==> config.mk <==
export PLATFORM = sky130hd
export DESIGN_NAME = k503_scan
export DESIGN_NICKNAME = d
export VERILOG_FILES = /design/src/rtl/k503_scan_pkg.sv /design/src/rtl/k503_hit_check.sv /design/src/rtl/k503_scan.sv
export SDC_FILE = /design/constraint.sdc
export NUM_CORES = 1
export LEC_CHECK = 0
export ABC_AREA = 1
export CORE_AREA = 3 3 92 94
export DETAILED_ROUTE_END_ITERATION = 7
export DIE_AREA = 0 0 95 97
export SYNTH_ARGS = -nofsm -noshare
export SYNTH_HDL_FRONTEND = slang
export SYNTH_SLANG_ARGS = --single-unit
export TNS_END_PERCENT = 5
==> constraint.sdc <==
create_clock -name CLK -period 2.9 [get_ports CLK]
set_input_delay 0.29 -clock CLK [delete_from_list [all_inputs] [get_ports CLK]]
set_output_delay 0.29 -clock CLK [all_outputs]
set_load 0.01 [all_outputs]
==> src/rtl/k503_scan_pkg.sv <==
// Shared types and constants for the k503 sprite line selector.
package k503_scan_pkg;

    // Scan states; each active slot walks FETCH_Y -> FETCH_ATTR -> DRAW.
    typedef enum logic [1:0] {
        ST_IDLE,
        ST_FETCH_Y,
        ST_FETCH_ATTR,
        ST_DRAW
    } state_e;

    // Phase points inside the 16-tick slot.
    localparam logic [3:0] PH_Y_SAMPLE = 4'd3;
    localparam logic [3:0] PH_COMMIT   = 4'd7;
    localparam logic [3:0] PH_ODAT     = 4'd11;
    localparam logic [3:0] PH_OCOL     = 4'd15;

    // Low bit of the sprite RAM address: which byte of the record is read.
    localparam logic BYTE_SEL_Y    = 1'b0;
    localparam logic BYTE_SEL_ATTR = 1'b1;

endpackage

==> src/rtl/k503_hit_check.sv <==
// Vertical hit test: Y + VCNT wraps; the sprite covers this line when the
// bits above the in-sprite row are all ones.
module k503_hit_check #(
    parameter int VW        = 8,
    parameter int SIZE_LOG2 = 4
) (
    input  logic [VW-1:0]        y_byte,
    input  logic [VW-1:0]        vcnt,
    output logic                 hit,
    output logic [SIZE_LOG2-1:0] row
);

    logic [VW-1:0] sum;

    // Modular add and all-ones compare of the upper bits.
    always_comb begin
        sum = y_byte + vcnt;
        hit = &sum[VW-1:SIZE_LOG2];
        row = sum[SIZE_LOG2-1:0];
    end

endmodule

==> src/rtl/k503_scan.sv <==
// Sprite line selector: walks sprite attribute RAM once per scanline,
// picks up to MAX_HITS visible sprites and drives line-buffer controls.
module k503_scan
    import k503_scan_pkg::*;
#(
    parameter int VW        = 8,
    parameter int SIZE_LOG2 = 4,
    parameter int NUM_SLOTS = 24,
    parameter int MAX_HITS  = 8
) (
    input  logic                           CLK,
    input  logic                           RESETn,
    input  logic                           CEN,
    input  logic                           LINE_START,
    input  logic [VW-1:0]                  VCNT,
    input  logic                           FLIP_SCREEN,
    input  logic [7:0]                     OB,
    output logic [$clog2(NUM_SLOTS):0]     OB_ADDR,
    output logic                           OCS,
    output logic                           OFLP,
    output logic                           ODAT,
    output logic                           OCOL,
    output logic [SIZE_LOG2+1:0]           R,
    output logic [$clog2(MAX_HITS+1)-1:0]  HIT_CNT,
    output logic                           OVERFLOW,
    output logic                           SCAN_DONE
);

    localparam int SW = $clog2(NUM_SLOTS);
    localparam int HW = $clog2(MAX_HITS + 1);
    localparam logic [SW-1:0] LAST_SLOT = SW'(NUM_SLOTS - 1);
    localparam logic [HW-1:0] HIT_MAX   = HW'(MAX_HITS);

    state_e                 state_q, state_d;
    logic [3:0]             ph_q, ph_d;
    logic [SW-1:0]          slot_q, slot_d;
    logic                   hit_pend_q, hit_pend_d;
    logic [SIZE_LOG2-1:0]   row_pend_q, row_pend_d;
    logic                   act_q, act_d;
    logic                   hflip_q, hflip_d;
    logic [SIZE_LOG2-1:0]   row_out_q, row_out_d;
    logic [HW-1:0]          hit_cnt_q, hit_cnt_d;
    logic                   ovf_q, ovf_d;
    logic                   done_q, done_d;

    logic                   y_hit;
    logic [SIZE_LOG2-1:0]   y_row;
    logic                   vflip;
    logic                   idle;
    logic                   byte_sel;

    k503_hit_check #(
        .VW        (VW),
        .SIZE_LOG2 (SIZE_LOG2)
    ) u_hit_check (
        .y_byte (OB),
        .vcnt   (VCNT),
        .hit    (y_hit),
        .row    (y_row)
    );

    // Next-state: phase/slot sequencing, Y sample, commit and line restart.
    always_comb begin
        // NOTE: every variable gets a default first so no path infers a latch.
        state_d    = state_q;
        ph_d       = ph_q;
        slot_d     = slot_q;
        hit_pend_d = hit_pend_q;
        row_pend_d = row_pend_q;
        act_d      = act_q;
        hflip_d    = hflip_q;
        row_out_d  = row_out_q;
        hit_cnt_d  = hit_cnt_q;
        ovf_d      = ovf_q;
        done_d     = done_q;
        vflip      = 1'b0;

        if (CEN) begin
            if (LINE_START) begin
                state_d    = ST_FETCH_Y;
                ph_d       = 4'd0;
                slot_d     = '0;
                hit_pend_d = 1'b0;
                row_pend_d = '0;
                act_d      = 1'b0;
                hflip_d    = 1'b0;
                row_out_d  = '0;
                hit_cnt_d  = '0;
                ovf_d      = 1'b0;
                done_d     = 1'b0;
            end else if (state_q != ST_IDLE) begin
                ph_d = ph_q + 4'd1;

                if (ph_q == PH_Y_SAMPLE) begin
                    hit_pend_d = y_hit;
                    row_pend_d = y_row;
                end

                if (ph_q == PH_COMMIT) begin
                    vflip     = OB[7] ^ FLIP_SCREEN;
                    hflip_d   = OB[6] ^ FLIP_SCREEN;
                    row_out_d = row_pend_q ^ {SIZE_LOG2{vflip}};
                    act_d     = 1'b0;
                    if (hit_pend_q) begin
                        if (hit_cnt_q < HIT_MAX) begin
                            act_d     = 1'b1;
                            hit_cnt_d = hit_cnt_q + HW'(1);
                        end else begin
                            ovf_d = 1'b1;
                        end
                    end
                end

                case (ph_d[3:2])
                    2'd0:    state_d = ST_FETCH_Y;
                    2'd1:    state_d = ST_FETCH_ATTR;
                    default: state_d = ST_DRAW;
                endcase

                if (ph_q == PH_OCOL) begin
                    if (slot_q == LAST_SLOT) begin
                        state_d   = ST_IDLE;
                        done_d    = 1'b1;
                        act_d     = 1'b0;
                        hflip_d   = 1'b0;
                        row_out_d = '0;
                    end else begin
                        slot_d = slot_q + SW'(1);
                    end
                end
            end
        end
    end

    // State register with asynchronous active-low reset.
    always_ff @(posedge CLK or negedge RESETn) begin
        if (!RESETn) begin
            state_q    <= ST_IDLE;
            ph_q       <= 4'd0;
            slot_q     <= '0;
            hit_pend_q <= 1'b0;
            row_pend_q <= '0;
            act_q      <= 1'b0;
            hflip_q    <= 1'b0;
            row_out_q  <= '0;
            hit_cnt_q  <= '0;
            ovf_q      <= 1'b0;
            done_q     <= 1'b0;
        end else begin
            // NOTE: non-blocking so every flop samples the pre-edge values.
            state_q    <= state_d;
            ph_q       <= ph_d;
            slot_q     <= slot_d;
            hit_pend_q <= hit_pend_d;
            row_pend_q <= row_pend_d;
            act_q      <= act_d;
            hflip_q    <= hflip_d;
            row_out_q  <= row_out_d;
            hit_cnt_q  <= hit_cnt_d;
            ovf_q      <= ovf_d;
            done_q     <= done_d;
        end
    end

    // Outputs decoded directly from registered state; strobes only for active slots.
    always_comb begin
        idle      = (state_q == ST_IDLE);
        byte_sel  = (state_q == ST_FETCH_ATTR) ? BYTE_SEL_ATTR : BYTE_SEL_Y;
        OB_ADDR   = idle ? '0 : {slot_q, byte_sel};
        OCS       = ~act_q;
        OFLP      = hflip_q;
        R         = idle ? '0 : {row_out_q, hflip_q ^ ph_q[3], hflip_q ^ ~ph_q[2]};
        ODAT      = ~(act_q && (state_q == ST_DRAW) && (ph_q == PH_ODAT));
        OCOL      = ~(act_q && (state_q == ST_DRAW) && (ph_q == PH_OCOL));
        HIT_CNT   = hit_cnt_q;
        OVERFLOW  = ovf_q;
        SCAN_DONE = done_q;
    end

endmodule
==> impl_metrics.toml, run 1 <==
[power_and_ir_drop]
p_leak_nw = 1.18
switchingPower_mw = 0.344
seqPwrFrac = 0.424
clockPowerShare = 0.277
p_per_area_nw_per_um2 = 445
combPwrFrac = 0.299
p_sw_frac = 0.305
ir_worst_vdd_mv = 0.153
power_mw = 1.13
p_int_mw = 0.784

[hold_path]
hp-class = "primary input to asynchronous set/reset pin"

[synthesis]
synth_top_family_by_area = "simple AND/OR/NAND/NOR gates"
yosys_warnings = 0
netlist_area_um2 = 1920
synth_cells = 255
syn_nets = 287
muxShareOfSynthArea = 0
seq_area_frac_synth = 0.365
yosys.area_share.xor_xnor = 0.0502
syn_area_per_cell_um2 = 7.53
synth_cell_type_count = 32
synthSimpleGateAreaFrac = 0.266
ys_ff_latch = 28
synth_fa_ha_area_frac = 0.0756
synth_compound_gate_area_share = 0.142

[timing]
slew_headroom = 0.599
tightest_slew_ns = 0.597
finalMaxSlewViolations = 0
post-route-min-period_ns = 2.00
hold_viol = 0
fmax_mhz = 501
finClkSkew_ns = 0.00440
setup_viol = 0
rsz0062_at_grt = "false"
tns_ns = 0
fin_crit_sh = 0.688

[clock_tree]
clock_sinks = 28
numCtsBuffers = 3
hold_buffers = 0
cts_buffer_depth = 2
post_cts_resized = 0
clock_latency_ns = 0.28
cts_setup_buffers = 0
cts_root_buf = "clkbuf_8"
cts_tree = "built"
cts_max_level = 1
path_clk_slew_ns = 0.10

[detailed_routing]
first_iter_violations = 68
wirelength_um = 4360
first_pass_iters = 4
wl_per_cell_um = 10.8
vias = 1726
drcViolationCount = 0
ant_nets = 0
via_per_inst = 4.29

[floorplan]
initial_utilization = 0.249
die_y_um = 97
coreArea_um2 = 7730
dieArea_um2 = 9220
rows = 32
io_pins = 43
die_x_um = 95

[worst_setup_path]
required_ns = 2.61
slowest_stage = "clkdlybuf4s50_1"
slowest_delay_ns = 0.53
arrival_ns = 1.71
critPathKind = "flop to output port"
cp-end-kind = "output port"
crit_path_start_kind = "flop"
critPathMaxFanout = 4
crit_chain = "ha_1 > nand2_2 > inv_1 > nand2_1 > clkdlybuf4s50_1"

[final_layout]
num-fill-cells = 816
multi_input_area_um2 = 1030
layout-drive-gt1-share = 0.0867
diodes = 0
final_common_cell = "nand2_1"
regArea_um2 = 701
stdcell_area_um2 = 2530
syn_to_final_growth_pct = 31.8
layoutNonFillerInstCount = 402
layout_common_cells = "nand2_1, clkdlybuf4s50_1, inv_1"
nets = 333

[run_status]
status = "finished, final reports clean"

[placed_design]
gp_congestion = 0.811
dpl.hpwl_um = 3510
placed_cell_area_um2 = 2460
dp_cells = 398
portBuffers = 42

[grt]
grt_max_degree = 29
gr-total-overflow = 0
grt_pass1_wl_um = 7320
antenna_found_initial = 0
track_usage = 0.0987
grt_pass1_vias = 1678

[flow_run]
maxCapViolations = 0
-- metal layers --
metal | track usage | share of wire
met1 | 0.125 | 0.46
met2 | 0.165 | 0.47
met3 | 0.0194 | 0.055
met4 | 0.0333 | 0.014
met5 | 0 | 0
-- cells in the mapped netlist, drive strengths merged --
cell / number / area share
nand2: 50 / 0.11
a21oi: 15 / 0.047
dfrtp: 28 / 0.36
nor2: 31 / 0.071
xnor2: 3 / 0.014
o22ai: 4 / 0.013
nor3: 2 / 0.011
fa: 1 / 0.010
a22o: 1 / 0.0052
o21ai: 26 / 0.070
nand3b: 2 / 0.0078
a31oi: 1 / 0.0033
or2: 3 / 0.0098
inv: 46 / 0.093
buf: 2 / 0.0085
nand4: 2 / 0.0065
xor2: 8 / 0.036
ha: 10 / 0.065
nand3: 19 / 0.050
o31ai: 1 / 0.0039
-- per-stage QoR --
stage          setup WS (ns)  hold slack (ns)  utilization
2_1_floorplan           1.41         -0.00559            -
3_3_place_gp           0.858            0.477        0.318
3_5_place_dp           0.822            0.481        0.318
4_1_cts                0.899            0.406        0.328
5_1_grt                0.807            0.440        0.328
6_report               0.904            0.381        0.328
-- path summary, 6_finish.rpt --
check | from | end | slack, ns | depth (start not counted)
worst max register to register | ph_q[0]$_DFFE_PN0P_ | row_out_q[3]$_DFFE_PN0P_ | 1.22 | 8
worst max-delay path | ph_q[0]$_DFFE_PN0P_ | OCOL | 0.90 | 5
worst min-delay path | RESETn | slot_q[1]$_DFFE_PN0P_ | 0.38 | 2
min in group CLK | SCAN_DONE$_DFFE_PN0P_ | SCAN_DONE$_DFFE_PN0P_ | 0.51 | 2
worst min register to register | SCAN_DONE$_DFFE_PN0P_ | SCAN_DONE$_DFFE_PN0P_ | 0.51 | 2
max in group asynchronous | RESETn | row_out_q[1]$_DFFE_PN0P_ | 2.25 | 2
-- cell type report --
type | instances | area share
Sequential cell | 28 | 0.277
Inverter | 46 | 0.0702
Timing Repair Buffer | 43 | 0.169
Multi-Input combinational cell | 179 | 0.405
Tap cell | 102 | 0.0504
Clock inverter | 1 | 0.0119
Clock buffer | 3 | 0.0163
-- kinds of logic (layout without fill, tap and decap cells) --
| kind of cell | after synthesis | in the layout |
|---|---|---|
| flip-flops | 28 | 28 |
| buffers and inverters | 48 | 93 |
| adder cells (fa/ha/maj) | 11 | 11 |
| XOR/XNOR | 11 | 11 |
| AO/OA/AOI/OAI | 48 | 48 |
| AND/OR/NAND/NOR | 109 | 109 |
-- power groups by stage --
| stage | Clock (mW) | Combinational (mW) | Sequential [mW] |
|---|---|---|---|
| finish | 0.312 | 0.337 | 0.478 |
| global route | 0.332 | 0.380 | 0.487 |
| CTS | 0.318 | 0.344 | 0.479 |
| detailed placement | 0 | 0.342 | 0.487 |
| global placement | 0 | 0.341 | 0.486 |
| floorplan | 0 | 0.200 | 0.485 |
-- state kept, by name (all words and copies together) (netlist names) --
name and flops:
HIT_CNT 4, OFLP 1, OVERFLOW 1, SCAN_DONE 1, act_q 1, hit_pend_q 1, ph_q 4, row_out_q 4
row_pend_q 4, slot_q 5, state_q 2
-- worst max-delay path, delay by kind of cell (launching register included) --
kind                       cells  cell delay [ns]
and+or+nand+nor                2             0.17
buffers and inverters          2             0.57
adders and majority gates      1             0.27
DFF                            1             0.42
Note: power is estimated with default switching activity, not from simulation.
==> run 2, diff against run 1 <==
- clock period: 2.9 -> 1.9 ns (I/O delays scaled with it)
==> run 2 against run 1 <==
Combinational power grew 61%; core utilization increased by 0.97 points; critical endpoint is now ODAT; clock skew down 0.0020 ns; first-iteration DRC count increased by 60%; flip-flop and latch count stayed put; clock power up 19%; cell count up 2.2%; die area stayed put; sequential share of layout area shrank 0.75 points.
==> impl_metrics.toml, run 2 (same netlist as run 1, synthesis figures left out) <==
[timing]
fmax_mhz = 562
rsz0062_at_grt = "false"
slew_headroom = 0.751
setup_viol = 0
whs_ns = 0.293
finClkSkew_ns = 0.00236
fin_crit_sh = 0.937
tightest_slew_ns = 0.373
hold_viol = 0
finalMaxSlewViolations = 0
tns_ns = 0
post-route-min-period_ns = 1.78

[final_layout]
largest_reg_flops = 5
diodes = 0
regMostFlops = "slot_q"
layout-drive-gt1-share = 0.126
final_common_cell = "nand2_1"
num-fill-cells = 832
stdcell_area_um2 = 2610
multi_input_area_um2 = 1030
nets = 342
layoutNonFillerInstCount = 411
syn_to_final_growth_pct = 35.7
regArea_um2 = 702
layout_common_cells = "nand2_1, clkdlybuf4s50_1, inv_1"

[detailed_routing]
first_pass_iters = 4
via_per_inst = 4.27
first_iter_violations = 109
wl_per_cell_um = 10.6
vias = 1757
ant_nets = 0
drcViolationCount = 0
wirelength_um = 4370

[grt]
grt_max_degree = 29
grt_pass1_vias = 1629
track_usage = 0.0950
gr-total-overflow = 0
antenna_found_initial = 0
grt_pass1_wl_um = 7180

[worst_setup_path]
slowest_stage = "clkdlybuf4s50_1"
rr_worst_depth = 9
path_depth = 4
crit_chain = "inv_1 > nor3_2 > nand3_1 > clkdlybuf4s50_1"
slowest_delay_ns = 0.49
reg2reg_from = "state_q[0]$_DFFE_PN0P_"
arrival_ns = 1.59
reg2reg_slack_ns = 0.27
cp-end-kind = "output port"
cp-startpoint = "state_q[1]$_DFFE_PN0P_"
reg2reg_to = "OFLP$_DFFE_PN0P_"
path_delay_family = "buffers and inverters"
required_ns = 1.71
path_buf_inv = 2
critPathMaxFanout = 4
crit_path_start_kind = "flop"
crit_path_end = "ODAT"
critPathKind = "flop to output port"

[placed_design]
portBuffers = 42
dp_cells = 405
gp_congestion = 0.797
placed_cell_area_um2 = 2510
dpl.hpwl_um = 3610

[power_and_ir_drop]
p_per_area_nw_per_um2 = 632
ir_worst_vdd_mv = 0.222
power_mw = 1.65
p_leak_nw = 1.21

[clock_tree]
cts_max_level = 1
cts_tree = "built"
clock_latency_ns = 0.27
numCtsBuffers = 3
path_clk_slew_ns = 0.10
cts_buffer_depth = 2
clock_sinks = 28
cts_root_buf = "clkbuf_8"
hold_buffers = 0

[floorplan]
dieArea_um2 = 9220
die_y_um = 97
initial_utilization = 0.249
coreArea_um2 = 7730
io_pins = 43
rows = 32
die_x_um = 95

[hold_path]
hp-class = "primary input to asynchronous set/reset pin"

[run_status]
status = "finished, final reports clean"

[flow_run]
maxCapViolations = 0
-- run 2: cell types whose count changed in the layout (fill, tap and decap cells not counted), sizes merged --
cell and delta:
clkbuf +1, buf +9, bufinv -1, clkdlybuf4s50 -1, dlymetal6s2s +1
-- run 2: stage by stage --
step / util / worst slack, ns
3_3_place_gp: 0.325 / -0.0420
2_1_floorplan: - / 0.483
5_1_grt: 0.337 / 0.0309
6_report: 0.337 / 0.121
3_5_place_dp: 0.325 / -0.0712
4_1_cts: 0.336 / 0.0325
-- run 2: worst min-delay path by stage --
stage | start | to | slack [ns]
final | RESETn | slot_q[1]$_DFFE_PN0P_ | 0.29
after floorplan | RESETn | HIT_CNT[0]$_DFFE_PN0P_ | -0.11
after CTS | RESETn | act_q$_DFFE_PN0P_ | 0.30
after global placement | SCAN_DONE$_DFFE_PN0P_ | SCAN_DONE$_DFFE_PN0P_ | 0.48
after detailed placement | SCAN_DONE$_DFFE_PN0P_ | SCAN_DONE$_DFFE_PN0P_ | 0.49
after global routing | RESETn | OFLP$_DFFE_PN0P_ | 0.32
-- run 2: metal layers --
layer	global-route usage	part of all wire	up-vias
li1	-	-	936
met1	0.128	0.47	780
met2	0.154	0.47	37
met3	0.0171	0.052	4
met4	0.0277	0.013	0
met5	0	0	-
-- run 2: power by group --
group | internal (mW) | total (mW) | switching [mW] | leakage [nW]
registers | 0.668 | 0.732 | 0.0633 | 0.373
clock network | 0.185 | 0.371 | 0.185 | 0.0288
logic | 0.272 | 0.544 | 0.272 | 0.811
-- run 2: repair_timing --
action | in CTS | in global routing
endpoints found under the setup margin | 5 | 5
cloned | 0 | 0
gates resized for setup | 1 | 4
pin swaps | 1 | 0
setup buffers | 2 | 0
-- run 2: cell type report --
class / instances / share of cell area
Clock buffer: 4 / 0.0211
Inverter: 46 / 0.0682
Multi-Input combinational cell: 179 / 0.397
Sequential cell: 28 / 0.269
Tap cell: 102 / 0.0490
Timing Repair Buffer: 52 / 0.196
==> run 3, diff against run 2 <==
- CORE_AREA: 3 3 92 94 -> 3 3 66 68
- DIE_AREA: 0 0 95 97 -> 0 0 69 71
- PLACE_DENSITY: not set -> 0.78
==> run 3 against run 2 <==
Clock skew grew 0.0015 ns; fmax shrank 2.7%; core utilization grew 31 points; cell count shrank 13%; die area shrank 47%; total power grew 5.9%; first-iteration DRC count shrank 12%; combinational power is essentially flat.
==> impl_metrics.toml, run 3 (same netlist as run 1, synthesis figures left out) <==
[run_status]
status = "finished, final reports clean"

[worst_setup_path]
critPathKind = "flop to output port"
arrival_ns = 1.64
slowest_stage = "clkdlybuf4s50_1"
reg2reg_slack_ns = 0.28
rr_worst_depth = 9
cp-end-kind = "output port"
crit_path_start_kind = "flop"
critPathMaxFanout = 4
crit_chain = "ha_2 > nand2_2 > inv_1 > nand2_1 > clkdlybuf4s50_1"
required_ns = 1.71
reg2reg_to = "HIT_CNT[3]$_DFFE_PN0P_"
reg2reg_from = "ph_q[1]$_DFFE_PN0P_"
slowest_delay_ns = 0.52

[clock_tree]
numCtsBuffers = 3
cts_max_level = 1
cts_root_buf = "clkbuf_8"
clock_latency_ns = 0.27
cts_buffer_depth = 2
path_clk_slew_ns = 0.10
clock_sinks = 28
cts_tree = "built"

[detailed_routing]
ant_nets = 0
via_per_inst = 4.97
wirelength_um = 4220
drcViolationCount = 0
wl_per_cell_um = 11.8
first_iter_violations = 96
first_pass_iters = 4
vias = 1779

[final_layout]
syn_to_final_growth_pct = 32.1
regMostFlops = "slot_q"
multi_input_area_um2 = 1030
diodes = 0
nets = 341
largest_reg_flops = 5
final_common_cell = "nand2_1"
layout_common_cells = "nand2_1, clkdlybuf4s50_1, inv_1"
regArea_um2 = 703
layout-drive-gt1-share = 0.123
num-fill-cells = 365

[floorplan]
io_pins = 43
rows = 23
initial_utilization = 0.491
dieArea_um2 = 4900
die_y_um = 71
coreArea_um2 = 3910
die_x_um = 69

[grt]
grt_max_degree = 29
grt_pass1_wl_um = 7060
use_met3 = 0.0185
gr-total-overflow = 0
use_met2 = 0.322
grt_pass1_vias = 1664
track_usage = 0.174
antenna_found_initial = 0
use_met1 = 0.216
gr-max-usage-layer = "met2"

[timing]
post-route-min-period_ns = 1.83
hold_viol = 0
setup_viol = 0
fmax_mhz = 547
tns_ns = 0
slew_headroom = 0.757
rsz0062_at_grt = "false"
tightest_slew_ns = 0.364
fin_crit_sh = 0.962
finalMaxSlewViolations = 0
setup_slack_ns = 0.0717
finClkSkew_ns = 0.00382

[power_and_ir_drop]
p_leak_nw = 1.21
ir_worst_vdd_mv = 0.363
p_per_area_nw_per_um2 = 687

[placed_design]
portBuffers = 42
pre_cts_slack_ns = -0.0839
dpl.hpwl_um = 3450
gp_congestion = 0.864

[hold_path]
hp-class = "primary input to asynchronous set/reset pin"

[flow_run]
maxCapViolations = 0
[run 3: cell type report]
class,instances,share of cell area
Inverter,46,0.0701
Sequential cell,28,0.277
Tap cell,50,0.0247
Clock buffer,3,0.0163
Clock inverter,1,0.0118
Multi-Input combinational cell,179,0.407
Timing Repair Buffer,51,0.192
[run 3: through the flow]
step	util	cells	hold slack [ns]	cell area, µm²	power, mW
finish	0.648	358	0.292	2540	1.74
floorplan	-	255	-0.106	1920	1.05
detailed placement	0.623	352	0.493	2440	1.28
global route	0.648	358	0.332	2540	1.85
CTS	0.642	356	0.307	2510	1.74
global placement	0.623	352	0.498	2440	1.26
[run 3: worst max path at each step]
stage,cells after the start,slack [ns],end,from
3_5_place_dp,12,-0.08,hit_pend_q$_DFFE_PN0P_,VCNT[0]
4_1_cts,5,0.04,OCOL,ph_q[0]$_DFFE_PN0P_
3_3_place_gp,12,-0.008,hit_pend_q$_DFFE_PN0P_,VCNT[0]
6_report,5,0.07,OCOL,ph_q[1]$_DFFE_PN0P_
2_1_floorplan,8,0.48,HIT_CNT[2]$_DFFE_PN0P_,ph_q[0]$_DFFE_PN0P_
5_1_grt,5,0.004,OCOL,ph_q[1]$_DFFE_PN0P_
[run 3: timing repair]
action | CTS | global route
hold buffers | 0 | 0
resized for setup | 1 | 3
pin swaps | 0 | 1
buffers inserted | 0 | 2
setup endpoints to repair | 1 | 3
[run 3: routing by layer]
metal | wire length (µm) | vias to the layer above
met4 | 34 | 0
li1 | - | 929
met3 | 145 | 4
met5 | 0 | -
met2 | 2230 | 45
met1 | 1810 | 801
[run 3: worst max-delay path: cells and delay by family (launching register included)]
family	cells	cell delay [ns]
buffers and inverters	2	0.56
DFF	1	0.42
adders and majority gates	1	0.22
and+or+nand+nor	2	0.16
[run 3: power breakdown]
group,switching (mW),internal [mW]
combinational,0.274,0.267
clock,0.187,0.282
sequential,0.0645,0.669
